### src/rtl/key_debounce_repeat.sv
// Push-button conditioner: 2-FF sync, tick-based debounce, press/release pulses and hold auto-repeat.
// Auto-repeat (hold/repeat counters, key_repeat, key_long) exists only when KEY_REPEAT_EN is defined.
module key_debounce_repeat #(
  parameter int TICK_DIV    = 50000,
  parameter int DEBOUNCE_MS = 20,
  parameter int HOLD_MS     = 600,
  parameter int REPEAT_MS   = 150
) (
  input  logic clk,
  input  logic rst,
  input  logic key_N,
  output logic key_level,
  output logic key_press,
  output logic key_release,
  output logic key_repeat,
  output logic key_long
);

  localparam int PRE_W = (TICK_DIV > 2) ? $clog2(TICK_DIV) : 1;
  localparam int DB_W  = $clog2(DEBOUNCE_MS + 1);

  localparam logic [PRE_W-1:0] PRE_LAST = PRE_W'(TICK_DIV - 1);
  localparam logic [DB_W-1:0]  DB_FULL  = DB_W'(DEBOUNCE_MS);

  typedef enum logic [1:0] {
    IDLE    = 2'd0,
    PRESSED = 2'd1,
    REPEAT  = 2'd2
  } state_t;

  logic             sync1_q, sync1_d;
  logic             sync2_q, sync2_d;
  logic             s_key;
  logic [PRE_W-1:0] pre_q, pre_d;
  logic             tick;
  logic [DB_W-1:0]  db_q, db_d;
  logic             level_q, level_d;
  logic             press_q, press_d;
  logic             release_q, release_d;
  logic             accept;
  logic             accept_press;
  logic             accept_release;
  state_t           state_q, state_d;

  always_comb begin
    sync1_d = key_N;
    sync2_d = sync1_q;
  end

  assign s_key = ~sync2_q;
  assign tick  = (pre_q == PRE_LAST);

  always_comb begin
    pre_d = tick ? '0 : pre_q + 1'b1;
  end

  // The acceptance tick is the (DEBOUNCE_MS+1)-th tick of a disagreement run, so the
  // partial tick period in which the level first changed never counts as stable time.
  always_comb begin
    db_d      = db_q;
    level_d   = level_q;
    press_d   = 1'b0;
    release_d = 1'b0;
    accept    = 1'b0;
    if (s_key == level_q) begin
      db_d = '0;
    end else if (tick) begin
      if (db_q == DB_FULL) begin
        accept    = 1'b1;
        level_d   = ~level_q;
        db_d      = '0;
        press_d   = ~level_q;
        release_d = level_q;
      end else begin
        db_d = db_q + 1'b1;
      end
    end
  end

  assign accept_press   = accept & ~level_q;
  assign accept_release = accept & level_q;

  always_ff @(posedge clk or posedge rst) begin
    if (rst) begin
      sync1_q   <= 1'b1;
      sync2_q   <= 1'b1;
      pre_q     <= '0;
      db_q      <= '0;
      level_q   <= 1'b0;
      press_q   <= 1'b0;
      release_q <= 1'b0;
    end else begin
      sync1_q   <= sync1_d;
      sync2_q   <= sync2_d;
      pre_q     <= pre_d;
      db_q      <= db_d;
      level_q   <= level_d;
      press_q   <= press_d;
      release_q <= release_d;
    end
  end

`ifdef KEY_REPEAT_EN
  localparam int H_W = $clog2(HOLD_MS + 1);
  localparam int R_W = $clog2(REPEAT_MS + 1);

  localparam logic [H_W-1:0] HOLD_LAST = H_W'(HOLD_MS - 1);
  localparam logic [R_W-1:0] REP_LAST  = R_W'(REPEAT_MS - 1);

  logic [H_W-1:0] hold_q, hold_d;
  logic [R_W-1:0] rep_q, rep_d;
  logic           repeat_q, repeat_d;
  logic           long_q, long_d;

  always_ff @(posedge clk or posedge rst) begin
    if (rst) begin
      state_q <= IDLE;
      hold_q  <= '0;
      rep_q   <= '0;
    end else begin
      state_q <= state_d;
      hold_q  <= hold_d;
      rep_q   <= rep_d;
    end
  end

  always_comb begin
    state_d = state_q;
    hold_d  = hold_q;
    rep_d   = rep_q;
    case (state_q)
      IDLE: begin
        if (accept_press) begin
          state_d = PRESSED;
          hold_d  = '0;
        end
      end
      PRESSED: begin
        if (accept_release) begin
          state_d = IDLE;
          hold_d  = '0;
        end else if (tick) begin
          if (hold_q == HOLD_LAST) begin
            state_d = REPEAT;
            hold_d  = '0;
            rep_d   = '0;
          end else begin
            hold_d = hold_q + 1'b1;
          end
        end
      end
      REPEAT: begin
        if (accept_release) begin
          state_d = IDLE;
          rep_d   = '0;
        end else if (tick) begin
          rep_d = (rep_q == REP_LAST) ? '0 : rep_q + 1'b1;
        end
      end
      default: begin
        state_d = IDLE;
        hold_d  = '0;
        rep_d   = '0;
      end
    endcase
  end

  // A release accepted on the same tick as a due repeat suppresses the repeat.
  always_comb begin
    repeat_d = 1'b0;
    case (state_q)
      PRESSED: repeat_d = tick & ~accept_release & (hold_q == HOLD_LAST);
      REPEAT:  repeat_d = tick & ~accept_release & (rep_q == REP_LAST);
      default: repeat_d = 1'b0;
    endcase
    long_d = (state_d == REPEAT);
  end

  always_ff @(posedge clk or posedge rst) begin
    if (rst) begin
      repeat_q <= 1'b0;
      long_q   <= 1'b0;
    end else begin
      repeat_q <= repeat_d;
      long_q   <= long_d;
    end
  end

  assign key_repeat = repeat_q;
  assign key_long   = long_q;
`else
  always_ff @(posedge clk or posedge rst) begin
    if (rst) begin
      state_q <= IDLE;
    end else begin
      state_q <= state_d;
    end
  end

  always_comb begin
    state_d = state_q;
    case (state_q)
      IDLE:    if (accept_press)   state_d = PRESSED;
      PRESSED: if (accept_release) state_d = IDLE;
      default: state_d = IDLE;
    endcase
  end

  assign key_repeat = 1'b0;
  assign key_long   = 1'b0;
`endif

  assign key_level   = level_q;
  assign key_press   = press_q;
  assign key_release = release_q;

endmodule

### config.mk
export PLATFORM = sky130hd
export DESIGN_NAME = key_debounce_repeat
export DESIGN_NICKNAME = d
export VERILOG_FILES = /design/src/rtl/key_debounce_repeat.sv
export SDC_FILE = /design/constraint.sdc
export NUM_CORES = 1
export LEC_CHECK = 0
export ABC_AREA = 1
export CAP_MARGIN = 20
export CORE_MARGIN = 2
export CORE_UTILIZATION = 40
export CTS_BUF_LIST = sky130_fd_sc_hd__clkbuf_4
export CTS_CLUSTER_DIAMETER = 150
export DETAILED_ROUTE_END_ITERATION = 10
export PLACE_DENSITY = 0.66
export SLEW_MARGIN = 10
export SYNTH_ARGS = -nofsm -noshare
export SYNTH_HDL_FRONTEND = slang
export SYNTH_SLANG_ARGS = --single-unit
export TNS_END_PERCENT = 50
### constraint.sdc
create_clock -name clk -period 4.22 [get_ports clk]
set_clock_uncertainty 0.15 [all_clocks]
set_input_delay 0.844 -clock clk [delete_from_list [all_inputs] [get_ports clk]]
set_output_delay 0.844 -clock clk [all_outputs]
set_load 0.1 [all_outputs]
==> After elaboration in Yosys (flattened, before gate mapping) <==
Index checks and enable logic that the tools add are counted.
{ "totals": {"rom_bits": 0, "n_memories": 0, "reg_bits": 26, "latch_bits": 0, "mem_bits_rw": 0, "inputBits": 3} }
{ "op_classes": {"n_addsub": 2, "n_shift": 0, "order_cmp": 0, "n_mux": 10, "n_bitwise": 3, "reduce_logical": 2, "div_mod_pow": 0, "eq_ne": 3, "multipliers": 0} }
{ "ops": {"columns": ["op", "count"], "rows": [
  ["16-bit by 1-bit adder with 16-bit output (second input constant)", 1],
  ["16-bit equality test (second input constant)", 1],
  ["16-bit 2-to-1 mux", 1],
  ["5-bit 2-to-1 mux", 3],
  ["1-bit 2-to-1 mux", 6],
  ["5-bit by 1-bit adder with 5-bit output (second input constant)", 1],
  ["5-bit equality test (second input constant)", 1],
  ["1-bit inverter", 3],
  ["3-bit AND reduction", 1],
  ["2-bit nonzero test", 1],
  ["1-bit equality test", 1]
]} }

==> Longest topological paths before layout <==
Gate-level depths: netlist (run 1).
{ "logic_depth": {"depth_word": 4, "mapped_depth": 9, "mapped_depth_nobuf": 9} }

==> Worst setup path after synthesis (run 1) <==
Ideal clock, no wire load.
{ "synth_timing": {"path_type": "register to output", "startpoint": "register level_q (netlist: key_level)", "endpoint": "output key_level", "path_stages_with_launch": 1, "setup_slack_ns": 2.286, "arrival_ns": 0.940, "path_buffers": 0, "path_cell_list": "dfrtp_1"} }
{ "synth_lines": {"columns": ["element", "line", "source"], "rows": [
  ["start: declaration", "37", "logic level_q, level_d;"],
  ["start signal: assignment", "97", "level_q <= level_d;"],
  ["end: declaration", "12", "output logic key_level,"]
]} }
No word-level cell between the ends.

==> Final worst setup path (run 1) <==
{ "layout_timing": {"startpoint": "register level_q (netlist: key_level)", "endpoint": "output key_level"} }
No word-level cell between the ends.

==> results.py, run 1 <==
metrics = {
    "run_status": {
        "status": "finished clean",
    },
    "sta": {
        "setup_slack_ps": 1340,
        "slew-limit-headroom_pct": 32.9,
        "fin_crit_sh_pct": 68.2,
        "setup-tns-final_ps": 0,
        "hold_viol": 0,
        "fin_crit_ps": 2880,
        "slew_viol_final": 0,
        "worstMarginPinSlew_ps": 999,
        "whs_ps": 216,
        "setup_violations": 0,
        "max_freq_ghz": 0.347,
        "rsz0062_at_grt": "false",
    },
    "route": {
        "ant_nets": 0,
        "viasPerCell": 4.62,
        "wl_mm": 2.39,
        "first_pass_iters": 4,
        "drt_iter0_markers": 34,
        "drcViolationCount": 0,
        "num_vias": 1091,
        "wl_per_cell_um": 10.1,
    },
    "finish": {
        "layout-drive-gt1-share_pct": 7.89,
        "diodes": 0,
        "area_delta_synth_final_pct": 11.1,
        "final_cells": 236,
        "final_util_pct": 46.7,
        "design_area_um2": 1580,
        "nNetsFinal": 197,
    },
    "cts": {
        "h-tree-depth": 1,
        "post_cts_buffers": 0,
        "numCtsBuffers": 3,
        "cts_resized": 0,
        "cts_hold_buffers": 0,
        "cts_root_buf": "clkbuf_4",
        "clk_latency_ps": 320,
        "cts_sinks": 26,
        "cts_buffer_depth": 2,
        "cts_tree": "built",
        "clk_pin_slew_ps": 140,
    },
    "die": {
        "fp.dieW_um": 63.7,
        "die_h_um": 63.7,
        "core_area_um2": 3390,
        "num_io_pins": 8,
        "initial_utilization_pct": 42.0,
        "num_rows": 21,
        "die_area_um2": 4050,
    },
    "logic_synthesis": {
        "synth_most_common_cell": "nand2_1",
        "ys.flop_type": "dfrtp_1",
        "synth_area_leaders": "dfrtp_1, nand2_1, nor2_1",
        "yosys_warnings": 0,
        "synth_edf_count": 0,
        "syn_area_per_cell_um2": 7.78,
        "synth-seq-cells": 26,
        "ys_types": 24,
        "seq_area_frac_synth_pct": 45.9,
        "yosysTopAreaCell": "dfrtp_1",
        "synth_common_cells": "nand2_1, nor2_1, inv_1, dfrtp_1, nand3_1",
        "synth_top_area_share_pct": 42.2,
        "syn_inst": 183,
        "synth-async-reset-ratio_pct": 100,
        "syn_area_um2": 1420,
    },
    "global_route": {
        "grt_pass1_wl_mm": 4.40,
        "antenna_found_initial": 0,
        "grt_overflow": 0,
        "grt_usage_pct": 13.6,
        "grt_start_max_net_pins": 27,
        "grt_pass1_vias": 979,
    },
    "placed_design": {
        "gp_congestion": 0.808,
        "dp.cells": 231,
        "hpwlAfterDp_mm": 1.77,
        "port_buffers": 5,
        "pre_cts_ws_ps": 1690,
        "dpl_cell_area_um2": 1500,
    },
    "worst_setup_path": {
        "critPathKind": "reg -> out",
        "path_max_fanout": 4,
        "critPathSlowestCell": "clkdlybuf4s50_1",
        "startpoint_type": "flip-flop",
        "crit_buf_inv": 1,
        "endpoint_kind": "output port",
        "slowest_delay_ps": 1150,
        "path_cells": "clkdlybuf4s50_1",
        "path_delay_family": "buffers and inverters",
        "r2r_slack_ps": 2370,
        "cp.required_ps": 3230,
        "cp.arrival_ps": 1880,
    },
    "power": {
        "total_power_mw": 0.442,
        "leakagePower_nw": 0.763,
        "ir_drop_mv": 0.147,
        "p_per_area_nw_per_um2": 280,
    },
    "worst_hold_path": {
        "worst_hold_path_type": "reg -> reg",
    },
    "run": {
        "cap_violations": 0,
    },
}
## placed cells by master (no fill, tap or decap)
cell             instances
nor3_1                   3
nor2_1                  35
ha_1                     3
o21ai_0                  3
nand2_2                  1
nand2_1                 38
clkdlybuf4s50_1          5
dfrtp_1                 24
dfstp_2                  2
nand3_2                  1
xnor2_1                  4
o21ai_2                  1
o21ai_1                  1
buf_16                   1
xor2_1                   4
inv_1                   29
nand4_4                  1
nand4_1                  5
nand3_1                 16
clkbuf_4                 3
a21oi_1                  3
conb_1                   2
bufinv_16                1
nor3_4                   1
nor2_2                   3
## state kept, by name, indices dropped and copies added, names as in the netlist
register and cells:
pre_q 16, key_press 1, db_q 5, key_release 1, sync1_q 1, key_level 1, sync2_q 1
## final timing paths
check,startpoint,cells after the start,to
worst max-delay path,key_level$_DFFE_PP0P_,1,key_level
worst min-delay path,sync1_q$_DFF_PP1_,0,sync2_q$_DFF_PP1_
worst max register to register,key_level$_DFFE_PP0P_,4,key_level$_DFFE_PP0P_
worst min register to register,sync1_q$_DFF_PP1_,0,sync2_q$_DFF_PP1_
max in group asynchronous,rst,3,sync1_q$_DFF_PP1_
min in group asynchronous,rst,2,db_q[2]$_DFFE_PP0P_
## report_power, final
| part | internal, mW | switching, mW |
|---|---|---|
| Sequential | 0.251 | 0.000314 |
| Clock | 0.0960 | 0.0751 |
| Combinational | 0.00464 | 0.0153 |
| Total | 0.352 | 0.0907 |
## cells by family (layout without fill, tap and decap cells)
family                   count (synthesis)  count (layout)  synth area share (%)
AO/OA/AOI/OAI                            8               8                  3.07
other                                    1               2                 0.263
XOR/XNOR                                 8               8                  4.92
adder cells (fa/ha/maj)                  3               3                  2.64
AND/OR/NAND/NOR                        104             104                  33.2
flip-flops                              26              26                  45.9
buffers and inverters                   33              39                  10.0
## routing by layer
layer,global-route usage [%],vias to the layer above,part of all wire (%)
li1,-,578,-
met1,19.8,498,53
met5,0,-,0
met4,4.89,0,0.63
met3,1.61,2,2.8
met2,20.7,13,44
## layout make-up
cell class	count	area (µm²)
Timing Repair Buffer	6	77.6
Clock buffer	3	22.5
Clock inverter	1	30.0
Tap cell	46	57.6
Sequential cell	26	653
Fill cell	337	1810
Multi-Input combinational cell	125	632
Inverter	29	109
(Power assumes the default switching activity.)
==> inputs of run 2 (changes only) <==
Settings changed: PLACE_DENSITY 0.66 to 0.68.
Clock period 4.22 ns to 2.4 ns, I/O delays scaled along.
==> results.py, run 2 (synthesized netlist as in run 1, its figures left out) <==
metrics = {
    "worst_hold_path": {
        "worst_hold_path_type": "reg -> reg",
        "min_from": "sync1_q$_DFF_PP1_",
    },
    "power": {
        "sw_frac_of_total_pct": 20.8,
        "p_seq_share_pct": 56.9,
        "total_power_mw": 0.777,
        "clkPwrFrac_pct": 39.2,
        "p_sw_mw": 0.162,
        "internal-power_mw": 0.615,
        "ir_drop_mv": 0.222,
        "share_comb_of_total_power_pct": 3.9,
        "p_per_area_nw_per_um2": 500,
        "leakagePower_nw": 0.761,
    },
    "cts": {
        "cts_root_buf": "clkbuf_4",
        "clk_pin_slew_ps": 140,
        "numCtsBuffers": 3,
        "h-tree-depth": 1,
        "cts_resized": 0,
        "clk_latency_ps": 320,
        "cts_hold_buffers": 0,
        "cts_sinks": 26,
        "post_cts_buffers": 0,
        "cts_buffer_depth": 2,
        "cts_tree": "built",
    },
    "global_route": {
        "grt_overflow": 0,
        "grt_pass1_vias": 1014,
        "grt_usage_pct": 13.6,
        "antenna_found_initial": 0,
        "grt_pass1_wl_mm": 4.38,
        "grt_start_max_net_pins": 19,
    },
    "sta": {
        "setup_violations": 0,
        "fin_crit_sh_pct": 78.0,
        "fin_crit_ps": 1870,
        "rsz0062_at_grt": "false",
        "worstMarginPinSlew_ps": 932,
        "max_freq_ghz": 0.534,
        "setup-tns-final_ps": 0,
        "whs_ps": 217,
        "hold_viol": 0,
        "slew_viol_final": 0,
        "slew-limit-headroom_pct": 37.4,
    },
    "worst_setup_path": {
        "crit_start": "pre_q[0]$_DFF_PP0_",
        "cp.arrival_ps": 1990,
        "startpoint_type": "flip-flop",
        "critPathKind": "reg -> reg",
        "cp.required_ps": 2520,
        "r2r_start": "pre_q[0]$_DFF_PP0_",
        "endpoint_kind": "flip-flop",
        "path_max_fanout": 11,
    },
    "finish": {
        "largest_reg_flops": 16,
        "mostFrequentLayoutCell": "nand2_1",
        "nNetsFinal": 197,
        "area_delta_synth_final_pct": 9.14,
        "top_register": "pre_q",
        "layout_common_cells": "nand2_1, nor2_1, inv_1",
        "diodes": 0,
        "fillers": 334,
        "top_regs": "pre_q x16, db_q x5",
        "design_area_um2": 1550,
        "layout-drive-gt1-share_pct": 9.47,
    },
    "placed_design": {
        "gp_congestion": 0.795,
        "dpl_cell_area_um2": 1500,
        "port_buffers": 5,
        "hpwlAfterDp_mm": 1.84,
    },
    "route": {
        "viasPerCell": 4.72,
        "drcViolationCount": 0,
        "wl_per_cell_um": 10.3,
        "drt_iter0_markers": 42,
        "ant_nets": 0,
        "first_pass_iters": 4,
        "num_vias": 1115,
        "wl_mm": 2.43,
    },
    "die": {
        "core_area_um2": 3390,
        "die_area_um2": 4050,
        "initial_utilization_pct": 42.0,
        "fp.dieW_um": 63.7,
        "die_h_um": 63.7,
        "num_io_pins": 8,
        "num_rows": 21,
    },
    "run_status": {
        "status": "finished clean",
    },
    "run": {
        "cap_violations": 0,
    },
}
run 2: cell count changes in the layout (fill, tap and decap cells not counted), sizes merged:
cell and delta:
buf +3, clkdlybuf4s50 -3
run 2: final cells by class:
| class | instances | area [µm²] | share of cell area, % |
|---|---|---|---|
| sequential | 26 | 653 | 42.0 |
| multi-input combinational | 125 | 632 | 40.7 |
| inverter | 29 | 109 | 7.00 |
| tap | 46 | 57.6 | 3.70 |
| timing repair buffer | 6 | 50.0 | 3.22 |
| clock inverter | 1 | 30.0 | 1.93 |
| clock buffer | 3 | 22.5 | 1.45 |
run 2: worst paths after layout:
check,cells past startpoint,to,slack [ps]
worst max register to register,7,db_q[3]$_DFFE_PP0P_,530
max in group asynchronous,3,pre_q[11]$_DFF_PP0_,1320
worst min-delay path,0,sync2_q$_DFF_PP1_,220
worst min register to register,0,sync2_q$_DFF_PP1_,220
min in group asynchronous,2,key_press$_DFF_PP0_,240
worst max-delay path,7,db_q[3]$_DFFE_PP0P_,530
run 2: through the flow:
stage	utilization [%]	worst slack [ps]	cells
2_1_floorplan	-	564	184
3_3_place_gp	44.3	601	232
3_5_place_dp	44.3	563	232
4_1_cts	45.8	528	236
5_1_grt	45.8	347	236
6_report	45.8	529	236
run 2: power by group through the flow:
| stage | clock [mW] | combinational (mW) | sequential (mW) |
|---|---|---|---|
| 2_1_floorplan | 0 | 0.0272 | 0.450 |
| 3_3_place_gp | 0 | 0.0313 | 0.450 |
| 3_5_place_dp | 0 | 0.0313 | 0.450 |
| 4_1_cts | 0.318 | 0.0313 | 0.442 |
| 5_1_grt | 0.333 | 0.0336 | 0.442 |
| 6_report | 0.305 | 0.0304 | 0.442 |
run 2: critical path: stages (launching register included):
cell	delay, ps
dfrtp_1	400
ha_1	190
nand2_1	80
nor2_1	150
nand3_1	110
nor2_2	450
nand4_1	180
nand2_1	110
run 2: per-layer routing:
layer	track usage (%)	part of all wire (%)
met3	1.61	2.8
met1	18.8	50
met4	5.71	0.62
met5	0	0
met2	21.3	46
